File: src/rtl/pipe_hazard_ctrl_if.sv
// Pipeline-to-hazard-controller bundle: event sources from the pipeline and
// the stall/flush/jump/divider control returned by the arbiter.
interface pipe_hazard_ctrl_if #(
    parameter int ADDR_W = 32,
    parameter int REG_AW = 5
);
    logic              hold_i;
    logic              ex_jump_i;
    logic [ADDR_W-1:0] ex_jump_addr_i;
    logic              ex_load_i;
    logic [REG_AW-1:0] ex_rd_addr_i;
    logic [REG_AW-1:0] id_rs1_addr_i;
    logic [REG_AW-1:0] id_rs2_addr_i;
    logic              id_rs1_re_i;
    logic              id_rs2_re_i;
    logic              ex_div_i;
    logic              div_done_i;
    logic [3:0]        stall_o;
    logic [2:0]        flush_o;
    logic              jump_ena_o;
    logic [ADDR_W-1:0] jump_addr_o;
    logic              div_start_o;
    logic              div_err_o;

    modport master (
        output hold_i, ex_jump_i, ex_jump_addr_i, ex_load_i, ex_rd_addr_i,
               id_rs1_addr_i, id_rs2_addr_i, id_rs1_re_i, id_rs2_re_i,
               ex_div_i, div_done_i,
        input  stall_o, flush_o, jump_ena_o, jump_addr_o, div_start_o, div_err_o
    );

    modport slave (
        input  hold_i, ex_jump_i, ex_jump_addr_i, ex_load_i, ex_rd_addr_i,
               id_rs1_addr_i, id_rs2_addr_i, id_rs1_re_i, id_rs2_re_i,
               ex_div_i, div_done_i,
        output stall_o, flush_o, jump_ena_o, jump_addr_o, div_start_o, div_err_o
    );
endinterface

File: src/rtl/pipe_hazard_ctrl.sv
// Hazard arbiter for the 5-stage core: resolves hold, divide, jump and load-use
// into stall/flush vectors, sequences the divider and replays deferred jumps.
module pipe_hazard_ctrl #(
    parameter int ADDR_W      = 32,
    parameter int REG_AW      = 5,
    parameter int DIV_TIMEOUT = 64
) (
    input logic               clk_100MHz,
    input logic               rst,
    pipe_hazard_ctrl_if.slave bus
);
    localparam int CNT_W = $clog2(DIV_TIMEOUT + 1);
    localparam logic [CNT_W-1:0] CNT_LAST = CNT_W'(DIV_TIMEOUT - 1);
    localparam logic [CNT_W-1:0] CNT_ONE  = CNT_W'(1);
    localparam logic [CNT_W-1:0] CNT_ZERO = CNT_W'(0);

    typedef enum logic [1:0] {
        DIV_IDLE = 2'd0,
        DIV_WAIT = 2'd1,
        DIV_DONE = 2'd2
    } div_state_t;

    div_state_t        state_r;
    div_state_t        state_nxt_s;
    logic [CNT_W-1:0]  cnt_r;
    logic              err_r;
    logic              jp_v_r;
    logic [ADDR_W-1:0] jp_addr_r;

    logic              timeout_s;
    logic              div_stall_s;
    logic              load_use_s;
    logic              jump_req_s;
    logic              jump_issue_s;
    logic              jp_capture_s;
    logic [REG_AW-1:0] rd_s;
    logic [3:0]        stall_s;
    logic [2:0]        flush_s;
    logic              jump_ena_s;
    logic [ADDR_W-1:0] jump_addr_s;
    logic              div_start_s;

    assign rd_s       = bus.ex_rd_addr_i;
    assign timeout_s  = (state_r == DIV_WAIT) && !bus.div_done_i && (cnt_r == CNT_LAST);
    assign load_use_s = bus.ex_load_i && (rd_s != {REG_AW{1'b0}}) &&
                        ((bus.id_rs1_re_i && (bus.id_rs1_addr_i == rd_s)) ||
                         (bus.id_rs2_re_i && (bus.id_rs2_addr_i == rd_s)));
    // A held jump is the same EX instruction, so a live request is ignored while one is pending.
    assign jump_req_s   = jp_v_r || bus.ex_jump_i;
    assign jump_issue_s = !rst && !bus.hold_i && !div_stall_s && jump_req_s;
    assign jp_capture_s = !jp_v_r && bus.ex_jump_i && (bus.hold_i || div_stall_s);

    // Divider-related stall request for the current state.
    always_comb begin
        div_stall_s = 1'b0;
        case (state_r)
            DIV_IDLE: div_stall_s = bus.ex_div_i;
            DIV_WAIT: div_stall_s = !bus.div_done_i && !timeout_s;
            DIV_DONE: div_stall_s = bus.hold_i;
            default:  div_stall_s = 1'b0;
        endcase
    end

    // Divider FSM state register.
    always_ff @(posedge clk_100MHz) begin
        if (rst) begin
            state_r <= DIV_IDLE;
        end else begin
            state_r <= state_nxt_s;
        end
    end

    // Divider FSM next-state logic; a done seen under hold is parked in DONE.
    always_comb begin
        state_nxt_s = state_r;
        case (state_r)
            DIV_IDLE: begin
                if (bus.ex_div_i && !bus.hold_i) state_nxt_s = DIV_WAIT;
                else                             state_nxt_s = DIV_IDLE;
            end
            DIV_WAIT: begin
                if (bus.div_done_i)  state_nxt_s = bus.hold_i ? DIV_DONE : DIV_IDLE;
                else if (timeout_s)  state_nxt_s = DIV_IDLE;
                else                 state_nxt_s = DIV_WAIT;
            end
            DIV_DONE: begin
                if (!bus.hold_i) state_nxt_s = DIV_IDLE;
                else             state_nxt_s = DIV_DONE;
            end
            default: state_nxt_s = DIV_IDLE;
        endcase
    end

    // Wait-cycle counter: zero outside WAIT, counts every WAIT cycle including held ones.
    always_ff @(posedge clk_100MHz) begin
        if (rst) begin
            cnt_r <= CNT_ZERO;
        end else if ((state_r == DIV_WAIT) && (state_nxt_s == DIV_WAIT)) begin
            cnt_r <= cnt_r + CNT_ONE;
        end else begin
            cnt_r <= CNT_ZERO;
        end
    end

    // Sticky timeout flag, cleared only by reset.
    always_ff @(posedge clk_100MHz) begin
        if (rst) begin
            err_r <= 1'b0;
        end else if (timeout_s) begin
            err_r <= 1'b1;
        end else begin
            err_r <= err_r;
        end
    end

    // Pending-jump register: captures a blocked jump, releases it when it issues.
    always_ff @(posedge clk_100MHz) begin
        if (rst) begin
            jp_v_r    <= 1'b0;
            jp_addr_r <= {ADDR_W{1'b0}};
        end else if (jp_v_r && jump_issue_s) begin
            jp_v_r    <= 1'b0;
            jp_addr_r <= jp_addr_r;
        end else if (jp_capture_s) begin
            jp_v_r    <= 1'b1;
            jp_addr_r <= bus.ex_jump_addr_i;
        end else begin
            jp_v_r    <= jp_v_r;
            jp_addr_r <= jp_addr_r;
        end
    end

    // Prioritised stall/flush/jump outputs; combinational so hazards act in the same cycle.
    always_comb begin
        stall_s     = 4'b0000;
        flush_s     = 3'b000;
        jump_ena_s  = 1'b0;
        jump_addr_s = bus.ex_jump_addr_i;
        div_start_s = 1'b0;
        if (rst) begin
            flush_s = 3'b111;
        end else if (bus.hold_i) begin
            stall_s = 4'b1111;
        end else if (div_stall_s) begin
            stall_s     = 4'b0111;
            flush_s     = 3'b100;
            div_start_s = (state_r == DIV_IDLE);
        end else if (jump_req_s) begin
            jump_ena_s  = 1'b1;
            jump_addr_s = jp_v_r ? jp_addr_r : bus.ex_jump_addr_i;
            flush_s     = 3'b011;
        end else if (load_use_s) begin
            stall_s = 4'b0011;
            flush_s = 3'b010;
        end else begin
            stall_s = 4'b0000;
        end
    end

    assign bus.stall_o     = stall_s;
    assign bus.flush_o     = flush_s;
    assign bus.jump_ena_o  = jump_ena_s;
    assign bus.jump_addr_o = jump_addr_s;
    assign bus.div_start_o = div_start_s;
    assign bus.div_err_o   = err_r;
endmodule
File: src/flat_wrapper.sv
// flat-port wrapper written by rule: the top's interface ports become plain ports
module pipe_hazard_ctrl_flat 
#(
    parameter int ADDR_W      = 32,
    parameter int REG_AW      = 5,
    parameter int DIV_TIMEOUT = 64
)
  (clk_100MHz, rst, bus_hold_i, bus_ex_jump_i, bus_ex_jump_addr_i, bus_ex_load_i, bus_ex_rd_addr_i, bus_id_rs1_addr_i, bus_id_rs2_addr_i, bus_id_rs1_re_i, bus_id_rs2_re_i, bus_ex_div_i, bus_div_done_i, bus_stall_o, bus_flush_o, bus_jump_ena_o, bus_jump_addr_o, bus_div_start_o, bus_div_err_o);
  pipe_hazard_ctrl_if #(.ADDR_W(ADDR_W), .REG_AW(REG_AW)) bus_i ();
  input logic clk_100MHz;
  input logic rst;
  input wire logic [$bits(bus_i.hold_i)-1:0] bus_hold_i;
  input wire logic [$bits(bus_i.ex_jump_i)-1:0] bus_ex_jump_i;
  input wire logic [$bits(bus_i.ex_jump_addr_i)-1:0] bus_ex_jump_addr_i;
  input wire logic [$bits(bus_i.ex_load_i)-1:0] bus_ex_load_i;
  input wire logic [$bits(bus_i.ex_rd_addr_i)-1:0] bus_ex_rd_addr_i;
  input wire logic [$bits(bus_i.id_rs1_addr_i)-1:0] bus_id_rs1_addr_i;
  input wire logic [$bits(bus_i.id_rs2_addr_i)-1:0] bus_id_rs2_addr_i;
  input wire logic [$bits(bus_i.id_rs1_re_i)-1:0] bus_id_rs1_re_i;
  input wire logic [$bits(bus_i.id_rs2_re_i)-1:0] bus_id_rs2_re_i;
  input wire logic [$bits(bus_i.ex_div_i)-1:0] bus_ex_div_i;
  input wire logic [$bits(bus_i.div_done_i)-1:0] bus_div_done_i;
  output wire logic [$bits(bus_i.stall_o)-1:0] bus_stall_o;
  output wire logic [$bits(bus_i.flush_o)-1:0] bus_flush_o;
  output wire logic [$bits(bus_i.jump_ena_o)-1:0] bus_jump_ena_o;
  output wire logic [$bits(bus_i.jump_addr_o)-1:0] bus_jump_addr_o;
  output wire logic [$bits(bus_i.div_start_o)-1:0] bus_div_start_o;
  output wire logic [$bits(bus_i.div_err_o)-1:0] bus_div_err_o;
  assign bus_i.hold_i = bus_hold_i;
  assign bus_i.ex_jump_i = bus_ex_jump_i;
  assign bus_i.ex_jump_addr_i = bus_ex_jump_addr_i;
  assign bus_i.ex_load_i = bus_ex_load_i;
  assign bus_i.ex_rd_addr_i = bus_ex_rd_addr_i;
  assign bus_i.id_rs1_addr_i = bus_id_rs1_addr_i;
  assign bus_i.id_rs2_addr_i = bus_id_rs2_addr_i;
  assign bus_i.id_rs1_re_i = bus_id_rs1_re_i;
  assign bus_i.id_rs2_re_i = bus_id_rs2_re_i;
  assign bus_i.ex_div_i = bus_ex_div_i;
  assign bus_i.div_done_i = bus_div_done_i;
  assign bus_stall_o = bus_i.stall_o;
  assign bus_flush_o = bus_i.flush_o;
  assign bus_jump_ena_o = bus_i.jump_ena_o;
  assign bus_jump_addr_o = bus_i.jump_addr_o;
  assign bus_div_start_o = bus_i.div_start_o;
  assign bus_div_err_o = bus_i.div_err_o;
  pipe_hazard_ctrl #(.ADDR_W(ADDR_W), .REG_AW(REG_AW), .DIV_TIMEOUT(DIV_TIMEOUT)) u_core (.clk_100MHz(clk_100MHz), .rst(rst), .bus(bus_i));
endmodule
File: config.mk
export PLATFORM = sky130hd
export DESIGN_NAME = pipe_hazard_ctrl_flat
export DESIGN_NICKNAME = d
export VERILOG_FILES = /design/src/rtl/pipe_hazard_ctrl_if.sv /design/src/rtl/pipe_hazard_ctrl.sv /design/src/flat_wrapper.sv
export SDC_FILE = /design/constraint.sdc
export NUM_CORES = 1
export LEC_CHECK = 0
export CAP_MARGIN = 20
export CORE_ASPECT_RATIO = 0.5
export CORE_MARGIN = 3
export CORE_UTILIZATION = 35
export CTS_CLUSTER_SIZE = 16
export DETAILED_ROUTE_END_ITERATION = 10
export GPL_TIMING_DRIVEN = 0
export PLACE_DENSITY = 0.7
export SETUP_SLACK_MARGIN = 0.2
export SLEW_MARGIN = 20
export SYNTH_ARGS = -nofsm -noshare
export SYNTH_HDL_FRONTEND = slang
export SYNTH_SLANG_ARGS = --single-unit
File: constraint.sdc
create_clock -name clk_100MHz -period 1.93 [get_ports clk_100MHz]
set_input_delay 0.193 -clock clk_100MHz [delete_from_list [all_inputs] [get_ports clk_100MHz]]
set_output_delay 0.193 -clock clk_100MHz [all_outputs]
set_load 0.02 [all_outputs]
==> flow_metrics.env <==
export IMPL_result_of_the_run="finished, violations left"
export IMPL_violations_in_the_final_reports="setup timing"
export IMPL_globalRoute_totalOverflow=0
export IMPL_postLayoutSetupSlackWorst_ns=-0.374
export IMPL_insertion_delay_ns=0.28
export IMPL_placeable_core_region_um2=7040
export IMPL_timing_final_setup_violations=70
export IMPL_ys_warnings_count=0
export IMPL_internal_power_mw=2.01
export IMPL_synth_avg_cell_area_um2=10.4
export IMPL_cp_start_kind="flop"
export IMPL_detailedPlacementHpwl_um=5180
export IMPL_area_growth_synth_to_final_pct=68.2
export IMPL_cts_path_max_buffers=2
export IMPL_reg2reg_slack_ns=-0.13
export IMPL_antennaDiodeCount=0
export IMPL_setup_repair_after_global_routing_missed_its_margin="true"
export IMPL_worst_hold_path_type="input port to flop"
export IMPL_grt_use_total=0.163
export IMPL_maxSlewHeadroom=0.741
export IMPL_num_vias=2339
export IMPL_design_final_nets=455
export IMPL_crit_required_ns=1.74
export IMPL_dieArea_um2=8830
export IMPL_reg_to_reg_critical_path_endpoint="u_core.jp_addr_r[25]"
export IMPL_seqCellArea_um2=871
export IMPL_drive_above_1_share=0.383
export IMPL_post_dp_cell_area_um2=3810
export IMPL_numPortBuffers=97
export IMPL_seq_area_frac_synth=0.320
export IMPL_post_synth_top_count_cell="sky130_fd_sc_hd__nand2b_1"
export IMPL_placementRows=21
export IMPL_synthDominantAreaCellType="sky130_fd_sc_hd__dfxtp_1"
export IMPL_post_place_ws_ns=-0.710
export IMPL_synthDominantCellAreaShare=0.320
export IMPL_die_width_um=130
export IMPL_timing_rr_start="u_core.state_r[1]"
export IMPL_grt_max_degree=14
export IMPL_fin_hold_ws_ns=0.385
export IMPL_setup_worst_path_end="bus_jump_addr_o[12]"
export IMPL_synth_async_sr_flop_share=0
export IMPL_syn_area_um2=2690
export IMPL_postSynthNetCount=315
export IMPL_dp_cells=447
export IMPL_groute_layer_met1_usage=0.177
export IMPL_postRouteWirelength_um=7520
export IMPL_synth_edff_count=0
export IMPL_combined_area_of_the_multi_input_logic_cells_um2=1800
export IMPL_fin_util=0.642
export IMPL_drt_antenna_violating_nets=0
export IMPL_ios=98
export IMPL_power_clock_fraction=0.368
export IMPL_cts_num_sinks=43
export IMPL_syn_instance_count=258
export IMPL_power_static_leakage_nw=1.89
export IMPL_drt_wirelength_per_cell_um=15.3
export IMPL_timing_max_cap_violations=0
export IMPL_p_per_area_nw_per_um2=595
export IMPL_synth_flop_cell="sky130_fd_sc_hd__dfxtp_1"
export IMPL_first_iter_violations=73
export IMPL_filler_cell_count=548
export IMPL_max_vdd_ir_drop_uv=468
export IMPL_cts_tree="done"
export IMPL_ys_top_cells_by_area="sky130_fd_sc_hd__dfxtp_1 (32%), sky130_fd_sc_hd__mux2_4 (17%), sky130_fd_sc_hd__nand2b_1 (16%)"
export IMPL_root_buffer="sky130_fd_sc_hd__clkbuf_16"
export IMPL_wire_length_of_the_first_global_routing_pass_um=11600
export IMPL_cp_max_fo=5
export IMPL_worst_endpoint_arrival_ns=2.11
export IMPL_finalWeightedCongestion=0.737
export IMPL_clk_transition_reported_paths_ns=0.06
export IMPL_cp_slowest_cell="sky130_fd_sc_hd__dfxtp_2"
export IMPL_power_total_mw=2.69
export IMPL_synth_cell_types=41
export IMPL_finalHoldViolations=0
export IMPL_vias_per_cell=4.76
export IMPL_die_height_um=68.0
export IMPL_finish_instance_area_um2=4520
export IMPL_switchingPower_uw=674
export IMPL_finalCritPeriodShare=1.19
export IMPL_fin_worst_skew_ns=0.00407
export IMPL_grt_antenna_before_repair=0
export IMPL_drc=0
export IMPL_timing_critical_path_cells="ha_4 > nand4_4 > o21ai_4 > o2111a_4 > buf_12 > buf_8 > buf_16 > mux2_4 > buf_6"
export IMPL_leading_cell_types_by_count_after_synthesis="sky130_fd_sc_hd__nand2b_1 (67), sky130_fd_sc_hd__dfxtp_1 (43), sky130_fd_sc_hd__mux2i_1 (33)"
export IMPL_stdcell_count=491
export IMPL_detailedRoute_firstPassIterationCount=4
export IMPL_timing_fmax_mhz=434
export IMPL_setup_worst_path_start="u_core.cnt_r[1]"
export IMPL_worst_slew_pin_transition_ns=0.389
export IMPL_htree_num_levels=2
export IMPL_power_combinational_fraction=0.274
export IMPL_count_of_state_elements_after_synthesis=43
export IMPL_critical_path_max_stage_delay_ns=0.35
export IMPL_critical_path_buf_inv_count=4
export IMPL_share_seq_of_total_power=0.359
export IMPL_slew_violations=0
export IMPL_min_tclk_post_route_ns=2.30
export IMPL_cp_depth=9
export IMPL_global_route_usage_met3=0.0429
export IMPL_final_setup_tns_ns=-15.39
export IMPL_worst_r2r_cell_count=11
export IMPL_cts_buffers_inserted=5
export IMPL_gr_max_usage_layer="met2"
export IMPL_critical_path_top_delay_family="buffers and inverters"
export IMPL_initial_utilization=0.382
export IMPL_end_kind="output pin"
export IMPL_globalRouteMet2Util=0.322
export IMPL_critical_path_class="flop to output pin"
export IMPL_number_of_global_route_vias_before_repair=2509
export IMPL_power_switching_share=0.251
==> cell families after synthesis <==
group                      Yosys count  share of synthesized area
adders and majority gates            1                    0.00465
DFF                                 43                      0.320
xor gates and xnor gates            14                     0.0456
muxes                               65                      0.299
buffers and inverters               20                     0.0558
AOI/OAI and AO/OA                   14                     0.0461
and+or+nand+nor                    101                      0.229
==> worst min path at each step <==
stage                                from             endpoint  cells past startpoint
floorplan           bus_ex_jump_addr_i[0]  u_core.jp_addr_r[0]                      2
global placement          u_core.cnt_r[0]      u_core.cnt_r[0]                      1
detailed placement        u_core.cnt_r[0]      u_core.cnt_r[0]                      1
CTS                        bus_div_done_i    u_core.state_r[1]                      3
global route               bus_div_done_i    u_core.state_r[1]                      3
finish                     bus_div_done_i    u_core.state_r[1]                      3
==> power groups by stage <==
stage / clock network, mW / logic (mW) / registers (mW)
after detailed placement: 0 / 0.622 / 0.986
final: 0.988 / 0.736 / 0.965
after global placement: 0 / 0.611 / 0.983
after global routing: 1.05 / 0.784 / 0.971
after floorplan: 0 / 0.342 / 0.977
after CTS: 1.00 / 0.645 / 0.964
==> per-layer routing <==
layer	vias up	part of all wire
met1	1126	0.41
met5	-	0
met2	52	0.54
met3	6	0.042
met4	0	0.0084
li1	1155	-
==> cell usage in the layout (no fill, tap or decap), types with 4 or more instances in the layout <==
cell type	Yosys	final
sky130_fd_sc_hd__buf_12	3	7
sky130_fd_sc_hd__buf_2	0	4
sky130_fd_sc_hd__buf_4	1	32
sky130_fd_sc_hd__buf_6	3	33
sky130_fd_sc_hd__clkbuf_1	9	6
sky130_fd_sc_hd__clkbuf_16	0	8
sky130_fd_sc_hd__clkdlybuf4s50_1	0	46
sky130_fd_sc_hd__dfxtp_1	43	39
sky130_fd_sc_hd__dlygate4sd2_1	0	10
sky130_fd_sc_hd__mux2_4	30	32
sky130_fd_sc_hd__mux2i_1	33	31
sky130_fd_sc_hd__nand2b_1	67	67
sky130_fd_sc_hd__nor2_1	14	9
sky130_fd_sc_hd__xnor2_1	4	4
sky130_fd_sc_hd__xor2_1	10	10
==> what timing repair did <==
| action | CTS | global route |
|---|---|---|
| endpoints found under the setup margin | 41 | 78 |
| pin swaps | 10 | 10 |
| gates resized for setup | 235 | 54 |
| gates cloned | 2 | 3 |
| setup buffers | 19 | 12 |
| hold buffers | 0 | 0 |
==> sequential cells by signal, indices dropped and copies added, names as in the netlist <==
register / cells
u_core.cnt_r: 7
u_core.bus.div_err_o: 1
u_core.jp_v_r: 1
u_core.state_r: 2
u_core.jp_addr_r: 32
==> tightest hold or removal path, stage by stage <==
cell and delay [ns]:
sky130_fd_sc_hd__dlygate4sd2_1 0.27, sky130_fd_sc_hd__nand3b_1 0.09, sky130_fd_sc_hd__a21boi_0 0.07
==> final cells by class <==
class                      count  area share
multi-input combinational    195       0.398
timing repair buffer         133       0.302
sequential                    43       0.193
buffer                        16      0.0404
clock buffer                   6      0.0307
tap                           92      0.0255
clock inverter                 2     0.00775
inverter                       4     0.00332
No activity file was read; power rests on OpenSTA's default activity.
==> RTL change (same flow settings) <==
The 3 states of `div_state_t` get a one-hot encoding in 3 bits.
--- a/src/rtl/pipe_hazard_ctrl.sv
+++ b/src/rtl/pipe_hazard_ctrl.sv
@@ -16,6 +16,6 @@
 
-    typedef enum logic [1:0] {
-        DIV_IDLE = 2'd0,
-        DIV_WAIT = 2'd1,
-        DIV_DONE = 2'd2
+    typedef enum logic [2:0] {
+        DIV_IDLE = 3'b001,
+        DIV_WAIT = 3'b010,
+        DIV_DONE = 3'b100
     } div_state_t;
Function: no difference found for any inputs over 10 cycles, from zero or initial values and one cycle with rst high; not proved beyond that.
==> RTL change against the unedited design <==
The run still ends with negative setup slack left; clock power decreased by 12%; sequential power rose by 2%; via count increased by 2.7%; routed wire length grew 2.7%; final area hardly changed; non-clock buffer count is 1 lower; count of clock-buffer cells in the layout did not move; setup slack better by 37 ps; area after synthesis is 4.8% lower; sequential cell count is 1 higher; power fell by 3.5%; core utilization increased by 1.5 points; worst hold slack worse by 0.74 ps; sequential share of layout area grew 0.53 points.
==> RTL change: results (changes against the unedited design) <==
area of the multi-input gates 1727 um2 (was 1798 um2); final WL 7723 um (was 7523 um); Pleak 1.953 nW (was 1.885 nW); violated checks negative setup slack (unchanged); register area 894.6 um2 (was 870.8 um2); final hold slack 383.9 ps (was 384.6 ps); Post-DP Area 3704 um2 (was 3810 um2); gr usage total 17.35% (was 16.34%); Setup crit end bus_jump_addr_o[0] (was bus_jump_addr_o[12]); Sw Pwr 692.2 uW (was 674.3 uW); Place WS -926.4 ps (was -709.8 ps); status finished, violations left (unchanged); share of post-route cells with drive strength above 1 38.63% (was 38.35%); Worst Path Max Fanout 6 (was 5); PnR worst setup slack -337.6 ps (was -374.4 ps); NonClk Buf Share 35.90% (was 34.26%); P_comb 744 uW (was 736 uW); Placer Congestion 0.8340 (was 0.7369); Slew @ Worst Pin 469.9 ps (was 389.1 ps); Reg-to-Reg End u_core.jp_addr_r[7] (was u_core.jp_addr_r[25]); nets@finish 465 (was 455); clock-cell share of area 3.404% (was 3.846%); biggest regs u_core.jp_addr_r (32), u_core.cnt_r (7), u_core.state_r (3) (was u_core.jp_addr_r (32), u_core.cnt_r (7), u_core.state_r (2)); fill cell count 542 (was 548); first-pass GRT wire length 11,840 um (was 11,550 um); Synth area leaders dfxtp_1, mux2_4, mux2i_1 (was dfxtp_1, mux2_4, nand2b_1); Arr. time, crit path 2070 ps (was 2110 ps); Seq power 982 uW (was 965 uW); largest net degree at the start of global routing 15 (was 14); # setup viols final 71 (was 70); Placed Cells incl. Taps 457 (was 447); r2r setup slk -160 ps (was -130 ps); 1st-iter DRT viols 77 (was 73); CTS resizes 107 (was 235); Hold Path Stages 4 (was 3)
-- RTL change: cell count changes after synthesis, sizes merged, moves of 2 or more --
| cell | delta |
|---|---|
| nand2 | +68 |
| nand2b | -66 |
| nand3 | +4 |
| inv | -3 |
| o21a | +3 |
| nor2 | +2 |
| nor2b | +2 |
-- RTL change: logic make-up (layout without fill, tap and decap cells) --
group | count (synthesis) | count (layout) | synth area share, %
and+or+nand+nor | 111 | 111 | 20.10
DFF | 44 | 44 | 34.43
AOI/OAI and AO/OA | 17 | 17 | 5.233
buffers and inverters | 17 | 158 | 3.961
xor gates and xnor gates | 14 | 14 | 4.792
muxes | 64 | 64 | 31.00
adders and majority gates | 1 | 1 | 0.4889
-- RTL change: metal layers --
layer  up-vias  share of wire [%]  track usage [%]
met4         0               0.40            3.075
met5         -                  0                0
li1       1199                  -                -
met1      1162                 41            18.26
met3         2                2.8            3.523
met2        38                 56            36.25
